===== src/rtl/seg7_scan_ctrl.sv =====
// Eight-digit multiplexed seven-segment scanner with frame-aligned double buffering,
// per-digit blanking, decimal points and leading-zero suppression.
module seg7_scan_ctrl #(
    parameter int SCAN_DIV = 100000,
    parameter int CNT_W    = 17
) (
    input  logic        clk,
    input  logic        rst,
    input  logic [31:0] data_i,
    input  logic        load_i,
    input  logic [7:0]  blank_i,
    input  logic [7:0]  dp_i,
    input  logic        lz_en_i,
    output logic [7:0]  disp_seg_o,
    output logic [7:0]  disp_an_o,
    output logic [2:0]  digit_idx_o,
    output logic        frame_o
);

    localparam logic [CNT_W-1:0] CNT_LAST = CNT_W'(SCAN_DIV - 1);

    logic [CNT_W-1:0] cnt;
    logic [2:0]       idx;
    logic [31:0]      active;
    logic [31:0]      pending;
    logic             pend_v;

    logic             tick;
    logic             boundary;
    logic             blank_cur;
    logic [3:0]       nib_cur;

    function automatic logic [6:0] hex_seg(input logic [3:0] nib);
        logic [6:0] s;
        case (nib)
            4'h0: s = 7'h40;
            4'h1: s = 7'h79;
            4'h2: s = 7'h24;
            4'h3: s = 7'h30;
            4'h4: s = 7'h19;
            4'h5: s = 7'h12;
            4'h6: s = 7'h02;
            4'h7: s = 7'h78;
            4'h8: s = 7'h00;
            4'h9: s = 7'h10;
            4'hA: s = 7'h08;
            4'hB: s = 7'h03;
            4'hC: s = 7'h46;
            4'hD: s = 7'h21;
            4'hE: s = 7'h06;
            default: s = 7'h0E;
        endcase
        return s;
    endfunction

    // A digit is a leading zero when it and every nibble above it are zero; digit 0 always shows.
    function automatic logic lz_blank(input logic [31:0] val, input logic [2:0] k);
        logic [31:0] upper;
        upper = val >> {k, 2'b00};
        return (k != 3'd0) && (upper == 32'd0);
    endfunction

    always_comb begin
        tick      = (cnt == CNT_LAST);
        boundary  = tick && (idx == 3'd7);
        nib_cur   = active[{idx, 2'b00} +: 4];
        blank_cur = blank_i[idx] || (lz_en_i && lz_blank(active, idx));
    end

    assign digit_idx_o = idx;

    always_ff @(posedge clk or posedge rst) begin
        if (rst) begin
            cnt        <= '0;
            idx        <= 3'd0;
            active     <= 32'd0;
            pending    <= 32'd0;
            pend_v     <= 1'b0;
            frame_o    <= 1'b0;
            disp_an_o  <= 8'hFF;
            disp_seg_o <= 8'hFF;
        end else begin
            cnt     <= tick ? '0 : cnt + CNT_W'(1);
            if (tick)
                idx <= idx + 3'd1;
            frame_o <= boundary;

            // The boundary commits the value pending before this edge; a coincident load stays pending.
            if (boundary && pend_v)
                active <= pending;
            if (load_i) begin
                pending <= data_i;
                pend_v  <= 1'b1;
            end else if (boundary) begin
                pend_v  <= 1'b0;
            end

            if (blank_cur) begin
                disp_an_o  <= 8'hFF;
                disp_seg_o <= 8'hFF;
            end else begin
                disp_an_o  <= ~(8'd1 << idx);
                disp_seg_o <= {~dp_i[idx], hex_seg(nib_cur)};
            end
        end
    end

endmodule


===== config.mk =====
export PLATFORM = sky130hd
export DESIGN_NAME = seg7_scan_ctrl
export DESIGN_NICKNAME = d
export VERILOG_FILES = /design/src/rtl/seg7_scan_ctrl.sv
export SDC_FILE = /design/constraint.sdc
export NUM_CORES = 1
export LEC_CHECK = 0
export CAP_MARGIN = 20
export CORE_MARGIN = 1.5
export CORE_UTILIZATION = 50
export DETAILED_ROUTE_END_ITERATION = 8
export DONT_BUFFER_PORTS = 1
export GPL_ROUTABILITY_DRIVEN = 1
export SLEW_MARGIN = 5
export SYNTH_ARGS = -nofsm -noshare
export SYNTH_HDL_FRONTEND = slang
export SYNTH_SLANG_ARGS = --single-unit

===== constraint.sdc =====
create_clock -name clk -period 7.2 [get_ports clk]
set_input_delay 1.44 -clock clk [delete_from_list [all_inputs] [get_ports clk]]
set_output_delay 1.44 -clock clk [all_outputs]
set_load 0.01 [all_outputs]

==> reports/summary.txt, run 1 <==
Share of layout cells above drive strength 1 = 0.263
Hold Fails Final Rpt = 0
Routed len/inst = 17.3 um
Layout fillers = 802
Gp weighted congestion = 0.884
Initial Util = 0.517
Post-Layout Inst Area = 5120 um^2
Number of antenna violations at the first check in global routing = 0
Setup repair bufs after CTS = 0
Top cells by area, synth = dfrtp_1, dfstp_2, mux2_2
Yosys warns = 0
Core area = 9280 um^2
Arrival time worst endpoint = 3.58 ns
Asr flop ratio synth = 1.00
I/O Buffers = 0
Hold depth = 1
GRT Util Overall = 0.187
Root buf cell = clkbuf_8
Chip Width = 101 um
TritonCTS clock tree = built
Final max-slew violation count = 0
DR vias/cell = 5.60
Cts hold-fix bufs = 0
Seq/Total Area, Yosys = 0.536
Leading cell types in the layout, fill and taps excluded = dfrtp_1, mux2_2, mux2_1
Fmax = 303 MHz
Finished Layout Cells = 498
Clock slew at reported path FFs = 0.10 ns
Kind of critical path = flop to flop
Max Cap Violations = 0
FF+latch area = 2570 um^2
Number of synthesized flops with an enable pin = 0
Worst skew pair latency = 0.37 ns
Power per cell area = 202 nW/um^2
CTS Buffer Depth = 2
Initial drt markers = 86
Post-CTS Resized = 0
Final setup violation count = 0
Area delta synth->final = 6.65%
Post-synth top area share = 0.449
Final Net Count = 429
Synth unique cells = 47
Outcome = completed
Startpoint Class = flop
Rel. slew slack = 0.473
DR vias = 2,788
DRC viols = 0
Total Wirelength = 8.60 mm
Synthesized instance count = 366
Flops & latches, synth = 102
Fin Clk Skew = 0.0109 ns
Die area = 10,200 um^2
Yosys top cell by area = dfrtp_1
Worst-path fanout max = 20
CP Data Required Time = 7.48 ns
Setup TNS = 0 ns
Number of diodes = 0
Final min period = 3.30 ns
Global-route wire length before repair = 14.8 mm
Post-Syn Area = 4800 um^2
IO Pins = 72
Worst Max-Slew Pin Slew = 0.790 ns
Routed Antenna Nets = 0
Crit. End Element = flop
Area of placed instances = 4880 um^2
Number of global-route vias before repair = 2,901
Total placed cells including tap cells = 480
Unrepaired setup endpoints after global routing = false
Tightest Hold Check Type = flop to flop
TritonCTS Buffers = 9
Leakage = 2.28 nW
H-tree Lvls = 3
Post-DP HPWL = 6.21 mm
Path depth of the worst reg2reg path = 9
FP Rows = 35
GRT Residual Overflow = 0
VDD IR max = 0.147 mV
Syn_nets = 431
Synth Flop Type = dfrtp_1
Pre-Repair DR Iteration Count = 4
TritonCTS Sinks = 102
Largest net degree at the start of global routing = 65
Core Util, Final = 0.551
Multi-input logic area = 2080 um^2
Syn Area/Cell = 13.1 um^2
Most common cell after layout, fill and taps aside = dfrtp_1
Die H = 101 um
Period utilisation layout = 0.459
==> kinds of logic after synthesis <==
family,Yosys count,share of synthesized area
XOR/XNOR,17,0.0310
AND/OR/NAND/NOR,82,0.0824
flip-flops,102,0.536
adder cells (fa/ha/maj),13,0.0339
AO/OA/AOI/OAI,36,0.0508
multiplexers,88,0.236
buffers and inverters,28,0.0295
==> worst paths after layout <==
| check | start | to | slack, ns |
|---|---|---|---|
| min reg2reg | pend_v | pend_v | 0.49 |
| max reg2reg | digit_idx_o[1] | disp_seg_o[3] | 3.90 |
| max | digit_idx_o[1] | disp_seg_o[3] | 3.90 |
| min | pend_v | pend_v | 0.49 |
| min in group asynchronous | rst | pending[15] | 0.97 |
| max in group asynchronous | rst | pending[25] | 5.08 |
==> synthesized netlist by cell type, types with 2 or more instances <==
master	number
nand3_1	10
mux2_1	32
nor2_1	23
buf_2	8
nor4_1	9
xnor2_1	10
a21o_1	2
nand4_1	3
buf_4	3
mux4_2	12
o21ai_1	9
clkbuf_1	5
o21ai_0	4
ha_1	13
buf_6	2
a22oi_1	3
nor2b_1	2
inv_1	6
xor2_1	7
inv_2	4
nand2_1	21
dfstp_2	16
a21oi_1	3
mux2i_1	6
o22ai_1	2
dfrtp_1	86
mux2_2	36
o211ai_2	2
or2_2	2
a211oi_1	3
nor3_1	6
==> report_power, final <==
part	internal (mW)	switching, mW
clock network	0.197	0.194
registers	0.595	0.0116
logic	0.0197	0.0174
==> metrics by stage <==
| step | total power [mW] | hold WS (ns) | setup WS [ns] |
|---|---|---|---|
| 3_3_place_gp | 0.655 | 0.461 | 3.88 |
| 3_5_place_dp | 0.656 | 0.467 | 3.77 |
| 5_1_grt | 1.08 | 0.503 | 3.64 |
| 4_1_cts | 1.05 | 0.490 | 3.75 |
| 2_1_floorplan | 0.648 | 0.451 | 3.11 |
| 6_report | 1.03 | 0.487 | 3.90 |
==> flip-flops by register name, summed over array words and instances (netlist names) <==
signal / cells
active: 32
pending: 32
cnt: 17
disp_an_o: 8
disp_seg_o: 8
digit_idx_o: 3
frame_o: 1
pend_v: 1
==> routing by layer <==
layer | wire length [um] | up-vias | part of all wire | global-route usage
li1 | - | 1308 | - | -
met1 | 4020 | 1406 | 0.47 | 0.264
met2 | 4060 | 60 | 0.47 | 0.284
met3 | 382 | 14 | 0.044 | 0.0499
met4 | 141 | 0 | 0.016 | 0.0588
met5 | 0 | - | 0 | 0
==> final cells by class <==
class                           instances  area share
Clock inverter                          7      0.0191
Clock buffer                            9      0.0242
Multi-Input combinational cell        236       0.407
Sequential cell                       102       0.503
Timing Repair Buffer                    5     0.00733
Inverter                               10     0.00782
Tap cell                              129      0.0315
==> worst max-delay path, stage by stage, from the launching register on <==
cell and delay [ns]:
dfrtp_1 0.57, buf_4 0.34, mux4_2 0.53, mux2i_1 0.49
ha_1 0.30, nand2_1 0.07, a211oi_1 0.29, a31oi_1 0.19
buf_4 0.21, o221ai_1 0.19
Note: power is estimated with default switching activity, not from simulation.
==> inputs of run 2 (changes only) <==
Settings changed: PLACE_DENSITY set to 0.68.
Clock period 7.2 ns to 2.7 ns, I/O delays scaled along.
==> run 2 against run 1 <==
Compared with the run above:
- clock skew fell by 0.0014 ns
- critical path type unchanged
- total power grew to 2.6 times the previous value
- die area did not move
- cell count is 1.4% higher
- clock-buffer cell count increased by 2
- first-iteration DRC count is 42% higher
- non-clock buffer count increased by 8
- global-route usage fell by 0.086 points
- register-to-register slack lost 3.6 ns
==> reports/summary.txt, run 2 (same netlist as run 1, synthesis figures left out) <==
Leading cell types in the layout, fill and taps excluded = dfrtp_1, mux2_2, mux2_1
Crit. End Element = flop
Routed Antenna Nets = 0
Number of global-route vias before repair = 2,822
DR vias = 2,859
VDD IR max = 0.275 mV
Outcome = completed
Unrepaired setup endpoints after global routing = false
Post-DP HPWL = 6.31 mm
Post-Layout Inst Area = 5190 um^2
Largest net degree at the start of global routing = 103
Area of placed instances = 4970 um^2
Die area = 10,200 um^2
Arrival time worst endpoint = 2.74 ns
Power per cell area = 520 nW/um^2
IO Pins = 72
Pre-Repair DR Iteration Count = 5
Final max-slew violation count = 0
Max Cap Violations = 0
CP Data Required Time = 2.99 ns
Total Wirelength = 8.78 mm
FP Rows = 35
Initial Util = 0.517
Core area = 9280 um^2
Setup ws final = 0.251 ns
Number of antenna violations at the first check in global routing = 0
R2r setup slk = 0.25 ns
DR vias/cell = 5.66
DRC viols = 0
TritonCTS Buffers = 9
Path depth of the worst reg2reg path = 7
Fin Clk Skew = 0.00955 ns
Largest regs = active (32), pending (32), cnt (17)
Pre-CTS setup slack = 0.0427 ns
Final Net Count = 437
Most common cell after layout, fill and taps aside = dfrtp_1
Die H = 101 um
Worst Max-Slew Pin Slew = 0.598 ns
Initial drt markers = 122
Routed len/inst = 17.4 um
Fmax = 408 MHz
Chip Width = 101 um
I/O Buffers = 0
Clock slew at reported path FFs = 0.09 ns
TritonCTS Sinks = 102
Area delta synth->final = 8.21%
CTS Buffer Depth = 2
Setup TNS = 0 ns
Final min period = 2.45 ns
GRT Residual Overflow = 0
Hold Fails Final Rpt = 0
H-tree Lvls = 3
Multi-input logic area = 2100 um^2
Tightest Hold Check Type = input port to asynchronous set/reset pin
Worst skew pair latency = 0.37 ns
Final setup violation count = 0
Period utilisation layout = 0.907
Leakage = 2.31 nW
Worst-path fanout max = 18
Root buf cell = clkbuf_8
Number of diodes = 0
Share of layout cells above drive strength 1 = 0.287
Global-route wire length before repair = 14.5 mm
TritonCTS clock tree = built
GRT Util Overall = 0.186
Gp weighted congestion = 0.882
Layout fillers = 783
FF+latch area = 2570 um^2
Rel. slew slack = 0.598
Startpoint Class = flop
Kind of critical path = flop to flop
-- run 2: cell type report --
type,instances,area share
Inverter,10,0.00795
Sequential cell,102,0.496
Timing Repair Buffer,13,0.0212
Clock buffer,11,0.0292
Clock inverter,4,0.0106
Tap cell,129,0.0311
Multi-Input combinational cell,236,0.404
-- run 2: worst paths after layout --
check / startpoint / end
max: digit_idx_o[1] / disp_seg_o[7]
min: rst / pending[22]
max reg2reg: digit_idx_o[1] / disp_seg_o[7]
min reg2reg: cnt[0] / cnt[0]
max in group asynchronous: rst / digit_idx_o[1]
min in group clk: load_i / pend_v
-- run 2: per-layer routing --
| layer | wire length (um) | track usage |
|---|---|---|
| met2 | 4200 | 0.285 |
| met4 | 119 | 0.0577 |
| met1 | 3980 | 0.258 |
| met3 | 479 | 0.0548 |
| met5 | 0 | 0 |
-- run 2: what timing repair did --
item / CTS / global route
setup endpoints to repair: 0 / 12
gates resized for setup: 0 / 3
setup buffers: 0 / 0
hold buffers: 0 / 0
-- run 2: metrics by stage --
stage / cells / utilization / hold WS, ns / power, mW
floorplan: 366 / - / 0.451 / 1.73
global placement: 490 / 0.536 / 0.465 / 1.75
detailed placement: 490 / 0.536 / 0.468 / 1.75
CTS: 505 / 0.558 / 0.206 / 2.74
global route: 505 / 0.559 / 0.197 / 2.82
finish: 505 / 0.559 / 0.173 / 2.70
-- run 2: worst max-delay path: stages (launching register included) --
cell,delay (ns)
dfrtp_2,0.48
buf_4,0.29
mux4_2,0.52
mux2_4,0.35
nor2b_4,0.18
a31oi_2,0.19
buf_4,0.21
o21ai_1,0.15
-- run 2: power breakdown --
group | leakage [nW] | total (mW) | switching [mW] | internal (mW)
Combinational | 0.931 | 0.102 | 0.0468 | 0.0549
Sequential | 1.28 | 1.62 | 0.0326 | 1.59
Clock | 0.102 | 0.982 | 0.503 | 0.479
Total | 2.31 | 2.70 | 0.582 | 2.12
